**src/rtl/fetch_unit.sv**
```systemverilog
`default_nettype none
// +----------------------------------------------------------------------------+
// | Module      : fetch_unit                                                   |
// | Description : Instruction fetch stage. Reads one word from instruction     |
// |               memory at pc, offers it to decode, waits for the next-PC     |
// |               result, then fetches again.                                  |
// | Optional    : FETCH_ALIGN_CHECK_EN - trap misaligned next-PC targets       |
// |               into a sticky ERROR state (misalign=1). When undefined the   |
// |               low two bits of npc are cleared and misalign is tied to 0.   |
// | Ports       : clk, rst (async, active-low)                                 |
// |               imem_req/imem_addr/imem_ack/imem_rdata - memory read port    |
// |               pc/ir/ir_valid/ir_ready - instruction offered to decode      |
// |               npc_valid/npc - next-PC input                                |
// |               instr_cnt - instructions accepted by decode (wraps)          |
// |               misalign  - sticky misaligned-target flag                    |
// | Revision    : 1.0 - initial release                                        |
// +----------------------------------------------------------------------------+
module fetch_unit #(
  parameter logic [31:0] RESET_PC = 32'h0000_3000
) (
  input  logic        clk,
  input  logic        rst,
  output logic        imem_req,
  output logic [31:0] imem_addr,
  input  logic        imem_ack,
  input  logic [31:0] imem_rdata,
  output logic [31:0] pc,
  output logic [31:0] ir,
  output logic        ir_valid,
  input  logic        ir_ready,
  input  logic        npc_valid,
  input  logic [31:0] npc,
  output logic [31:0] instr_cnt,
  output logic        misalign
);

  typedef enum logic [1:0] {
    FETCH    = 2'd0,
    HOLD     = 2'd1,
    WAIT_NPC = 2'd2,
    ERROR    = 2'd3
  } state_t;

  localparam logic [31:0] C_WORD_MASK = 32'hFFFF_FFFC;

  state_t      r_state;
  state_t      w_state_nxt;
  logic [31:0] r_pc;
  logic [31:0] w_pc_nxt;
  logic [31:0] r_ir;
  logic [31:0] w_ir_nxt;
  logic [31:0] r_cnt;
  logic [31:0] w_cnt_nxt;
  logic        r_imem_req;
  logic        r_ir_valid;
  logic        w_npc_take;

`ifdef FETCH_ALIGN_CHECK_EN
  logic        r_misalign;
  logic        w_misalign_nxt;
`endif

  // Next-state / datapath decode
  always_comb begin
    w_state_nxt = r_state;
    w_pc_nxt    = r_pc;
    w_ir_nxt    = r_ir;
    w_cnt_nxt   = r_cnt;
    w_npc_take  = 1'b0;
`ifdef FETCH_ALIGN_CHECK_EN
    w_misalign_nxt = r_misalign;
`endif

    case (r_state)
      FETCH: begin
        if (imem_ack) begin
          w_ir_nxt    = imem_rdata;
          w_state_nxt = HOLD;
        end
      end
      HOLD: begin
        // npc is only meaningful once decode has taken the instruction
        if (ir_ready) begin
          w_cnt_nxt = r_cnt + 32'd1;
          if (npc_valid) begin
            w_npc_take = 1'b1;
          end else begin
            w_state_nxt = WAIT_NPC;
          end
        end
      end
      WAIT_NPC: begin
        if (npc_valid) begin
          w_npc_take = 1'b1;
        end
      end
      ERROR: begin
        // Sticky until reset
      end
      default: begin
        w_state_nxt = FETCH;
      end
    endcase

    if (w_npc_take) begin
`ifdef FETCH_ALIGN_CHECK_EN
      if (npc[1:0] != 2'b00) begin
        w_misalign_nxt = 1'b1;
        w_state_nxt    = ERROR;
      end else begin
        w_pc_nxt    = npc;
        w_state_nxt = FETCH;
      end
`else
      w_pc_nxt    = npc & C_WORD_MASK;
      w_state_nxt = FETCH;
`endif
    end
  end

  // State and datapath registers. imem_req / ir_valid are flopped from the
  // next state so they are glitch-free decodes of the state register.
  always_ff @(posedge clk or negedge rst) begin
    if (!rst) begin
      r_state    <= FETCH;
      r_pc       <= RESET_PC;
      r_ir       <= 32'd0;
      r_cnt      <= 32'd0;
      r_imem_req <= 1'b1;
      r_ir_valid <= 1'b0;
    end else begin
      r_state    <= w_state_nxt;
      r_pc       <= w_pc_nxt;
      r_ir       <= w_ir_nxt;
      r_cnt      <= w_cnt_nxt;
      r_imem_req <= (w_state_nxt == FETCH);
      r_ir_valid <= (w_state_nxt == HOLD);
    end
  end

`ifdef FETCH_ALIGN_CHECK_EN
  always_ff @(posedge clk or negedge rst) begin
    if (!rst) begin
      r_misalign <= 1'b0;
    end else begin
      r_misalign <= w_misalign_nxt;
    end
  end

  assign misalign = r_misalign;
`else
  assign misalign = 1'b0;
`endif

  assign imem_req  = r_imem_req;
  assign imem_addr = r_pc;
  assign pc        = r_pc;
  assign ir        = r_ir;
  assign ir_valid  = r_ir_valid;
  assign instr_cnt = r_cnt;

endmodule
`default_nettype wire

```
**config.mk**
```make
export PLATFORM = sky130hd
export DESIGN_NAME = fetch_unit
export DESIGN_NICKNAME = d
export VERILOG_FILES = /design/src/rtl/fetch_unit.sv
export SDC_FILE = /design/constraint.sdc
export NUM_CORES = 1
export LEC_CHECK = 0
export ABC_AREA = 1
export CAP_MARGIN = 20
export CORE_MARGIN = 3
export CORE_UTILIZATION = 38
export DETAILED_ROUTE_END_ITERATION = 8
export GPL_TIMING_DRIVEN = 0
export PLACE_DENSITY = 0.83
export SETUP_SLACK_MARGIN = 0.4
export SLEW_MARGIN = 20
export SYNTH_ARGS = -nofsm -noshare
export SYNTH_HDL_FRONTEND = slang
export SYNTH_SLANG_ARGS = --single-unit
```
**constraint.sdc**
```tcl
create_clock -name clk -period 1.44 [get_ports clk]
set_input_delay 0.36 -clock clk [delete_from_list [all_inputs] [get_ports clk]]
set_output_delay 0.36 -clock clk [all_outputs]
set_load 0.01 [all_outputs]
```
==> flow_summary.toml <==
[grt]
grt.overflow.total = 0
first_global_vias = 4285
globalRouteTotalUtil = 0.1966
antenna_violations_before_repair = 0
grt_first_pass_wirelength_um = 20870
pin_count_of_the_biggest_net_entering_global_routing = 82

[placed_design]
place_ws_ps = -450.2
placedCellCount = 810
placement.io_buffers = 192
place.gp.congestion = 0.8320
detailedPlacementHpwl_um = 9466

[cts]
cts_buffers = 9
cts_max_path_buffers = 2
clk-insertion-delay-late_ps = 340
clkSlewWorstSetupHoldPaths_ps = 70
cts_tree = "done"
numClockSinks = 98
cts_root_buffer = "clkbuf_16"
ctsHtreeMaxLevel = 3

[floorplanning]
horiz_die_dim_um = 116
dieArea_um2 = 13460
core.rowCount = 39
initial_core_util = 0.3959
standard_cell_core_area_um2 = 11610
io_pins = 200
die_h_um = 116

[timing]
finalMaxSlewViolations = 0
finClkSkew_ps = 7.647
layout_worst_path_cycle_share = 1.106
timing_worst_slew_pin_value_ps = 856.5
unrepaired_setup_endpoints_after_global_routing = "true"
period_minus_slack_ps = 1593
final-hold-violation-count = 0
slew-limit-headroom = 0.4271
max_freq_mhz = 627.9
worst_slack_ps = -152.6
final-setup-viol-count = 89

[layout]
layout-area-overhead-vs-synth_pct = 82.80
num-nets-final = 844
layout.cells.non_filler = 919
utilization = 0.7238
antenna_cells_inserted = 0
fillers = 762
drive_above_1_share = 0.5309

[routing]
wirelength_um = 15420
routed_wl_per_cell_um = 16.78
initialDrtViolationCount = 160
ant_nets = 0
number_of_optimization_iterations_in_the_first_detailed_route_pass = 4
num_vias = 4391
avgViaCountPerCell = 4.778
route.detailed.drc = 0

[setup_path]
path_cells = "buf_4, ha_2, o211ai_4, buf_12, clkbuf_16, nand2_2, o21ai_1"
crit_path_start_kind = "register"
reg2reg_path_depth = 7
reg2reg_from = "r_state[1]"
endpoint = "imem_addr[11]"
worstSetupPathDepth = 7
cp_num_buf_inv = 3
timing.rr.end = "imem_addr[11]"
timing.critical_path.slowest_cell_delay_ps = 390
critPathArrivalTime_ps = 1840
crit_path_end_kind = "register"
critPathMaxFanout = 9
timing.reg2reg.setup_slack_ps = -150
worstSetupPathType = "register to register"
timing.critical_path.slowest_stage_cell = "dfrtp_1"
startpoint = "r_state[1]"
critPathTopFamily = "buffers and inverters"
cp_data_required_time_ps = 1690

[pwr]
power_density_nw_per_um2 = 1759
leakagePower_nw = 4.311
max-vdd-ir-drop_uv = 719.3

[status]
status = "finished, violations left"
violations = "setup timing"

[synthesis]
post_synth_inst_count = 470
synth-async-reset-ratio = 1.000
synth_most_common_cell = "dfrtp_1"
synth_warnings = 0
syn_area_per_cell_um2 = 9.783
ys_seq_elements = 98
synth_commonest_cells = "dfrtp_1, nand2_1, inv_1, buf_4, mux2_2"
synth-seq-area-share = 0.5341
synth-main-ff-cell = "dfrtp_1"
synth-edff-count = 0
post-synth-top-area-fraction = 0.5170
synth_area_um2 = 4598
synth.area.top_cells = "dfrtp_1, mux2_2, nand2_1"
yosys.cell_types.count = 30
synth_top_area_cell = "dfrtp_1"

[worst_hold_path]
holdCritPathClass = "primary input to async pin"

[job]
drv_cap = 0
-- worst min path at each step --
stage | end | cells past startpoint | start | slack, ps
CTS | ir[26] | 2 | rst | 40
finish | ir[26] | 2 | rst | 10
floorplan | imem_addr[10] | 0 | rst | 60
global placement | instr_cnt[31] | 2 | instr_cnt[31] | 470
detailed placement | ir[30] | 1 | rst | 210
global route | ir[26] | 2 | rst | 40
-- worst register-to-register path: cells and delay by family (launching register included) --
family                     cells  cell delay, ps
adders and majority gates      1             180
AOI/OAI and AO/OA              2             340
DFF                            1             390
buffers and inverters          3             540
and+or+nand+nor                1              50
-- layout make-up --
| type | count | area (µm²) | area share |
|---|---|---|---|
| Buffer | 44 | 535.5 | 0.06371 |
| Clock buffer | 10 | 239.0 | 0.02843 |
| Clock inverter | 6 | 41.29 | 0.004912 |
| Inverter | 71 | 274.0 | 0.03260 |
| Multi-Input combinational cell | 262 | 1993 | 0.2371 |
| Sequential cell | 98 | 2467 | 0.2935 |
| Tap cell | 143 | 178.9 | 0.02129 |
| Timing Repair Buffer | 285 | 2676 | 0.3184 |
-- cell families after synthesis --
| logic type | synth area share |
|---|---|
| xor+xnor | 0.04163 |
| buf+inv | 0.1254 |
| simple gates | 0.1682 |
| other cells | 0.0008155 |
| fa+ha+maj | 0.01088 |
| flops | 0.5342 |
| compound gates | 0.04054 |
| mux | 0.07837 |
-- flip-flops by register name, summed over array words and instances (netlist names) --
| register | count |
|---|---|
| instr_cnt | 32 |
| ir | 32 |
| imem_addr | 30 |
| r_state | 2 |
| imem_req | 1 |
| ir_valid | 1 |
-- where the power goes --
part           internal, W  leakage [nW]  switching, W
clock              0.00122         0.143       0.00106
combinational      0.00485          2.96       0.00308
sequential         0.00374          1.21      0.000842
-- metrics by stage --
step	instance area (µm²)	total power [W]	hold WS [ps]	setup TNS, ps
5_1_grt	8406	0.01553	39.62	-10830
4_1_cts	7595	0.01323	40.90	-1705
3_3_place_gp	6807	0.01005	473.9	-363000
2_1_floorplan	4706	0.006979	64.41	0
3_5_place_dp	6835	0.01032	214.0	-25590
6_report	8406	0.01478	14.37	-5964
-- layer usage --
layer,vias up,GRT usage,share of wire
li1,2038,-,-
met1,2137,0.2291,0.37
met2,181,0.3648,0.55
met3,35,0.02872,0.055
met4,0,0.07193,0.023
met5,-,0,0
-- cells in the final DEF, fill, tap and decap left out, types with 2 or more instances in the layout --
| master | instances |
|---|---|
| xor2_1 | 14 |
| nand2_4 | 11 |
| clkbuf_16 | 17 |
| buf_4 | 67 |
| mux2_4 | 10 |
| clkdlybuf4s50_1 | 65 |
| nand2_8 | 2 |
| ha_2 | 2 |
| nand3_2 | 12 |
| nand3_1 | 4 |
| xnor2_1 | 5 |
| dfrtp_1 | 86 |
| buf_6 | 116 |
| ha_4 | 2 |
| buf_12 | 3 |
| clkinv_4 | 2 |
| xnor2_2 | 2 |
| o21ai_1 | 19 |
| inv_2 | 7 |
| mux2_2 | 22 |
| nand4_1 | 13 |
| nor2_4 | 12 |
| nor2_2 | 5 |
| buf_8 | 6 |
| buf_2 | 59 |
| nand2_2 | 15 |
| buf_16 | 3 |
| dfrtp_2 | 9 |
| nand3b_1 | 2 |
| dfstp_2 | 3 |
| nor3_1 | 3 |
| nand2_1 | 70 |
| clkbuf_8 | 2 |
| nand3_4 | 2 |
| conb_1 | 5 |
| o21ai_2 | 11 |
| inv_1 | 63 |
| nor2_1 | 12 |
| clkinv_2 | 3 |
-- timing repair --
item / CTS / global route
pin swaps: 11 / 14
setup endpoints to repair: 224 / 241
buffers inserted: 53 / 28
hold endpoints to repair: 17 / 17
cloned: 4 / 7
resized for setup: 643 / 123
hold buffers: 1 / 1
Power figures use the tool's default switching activity.
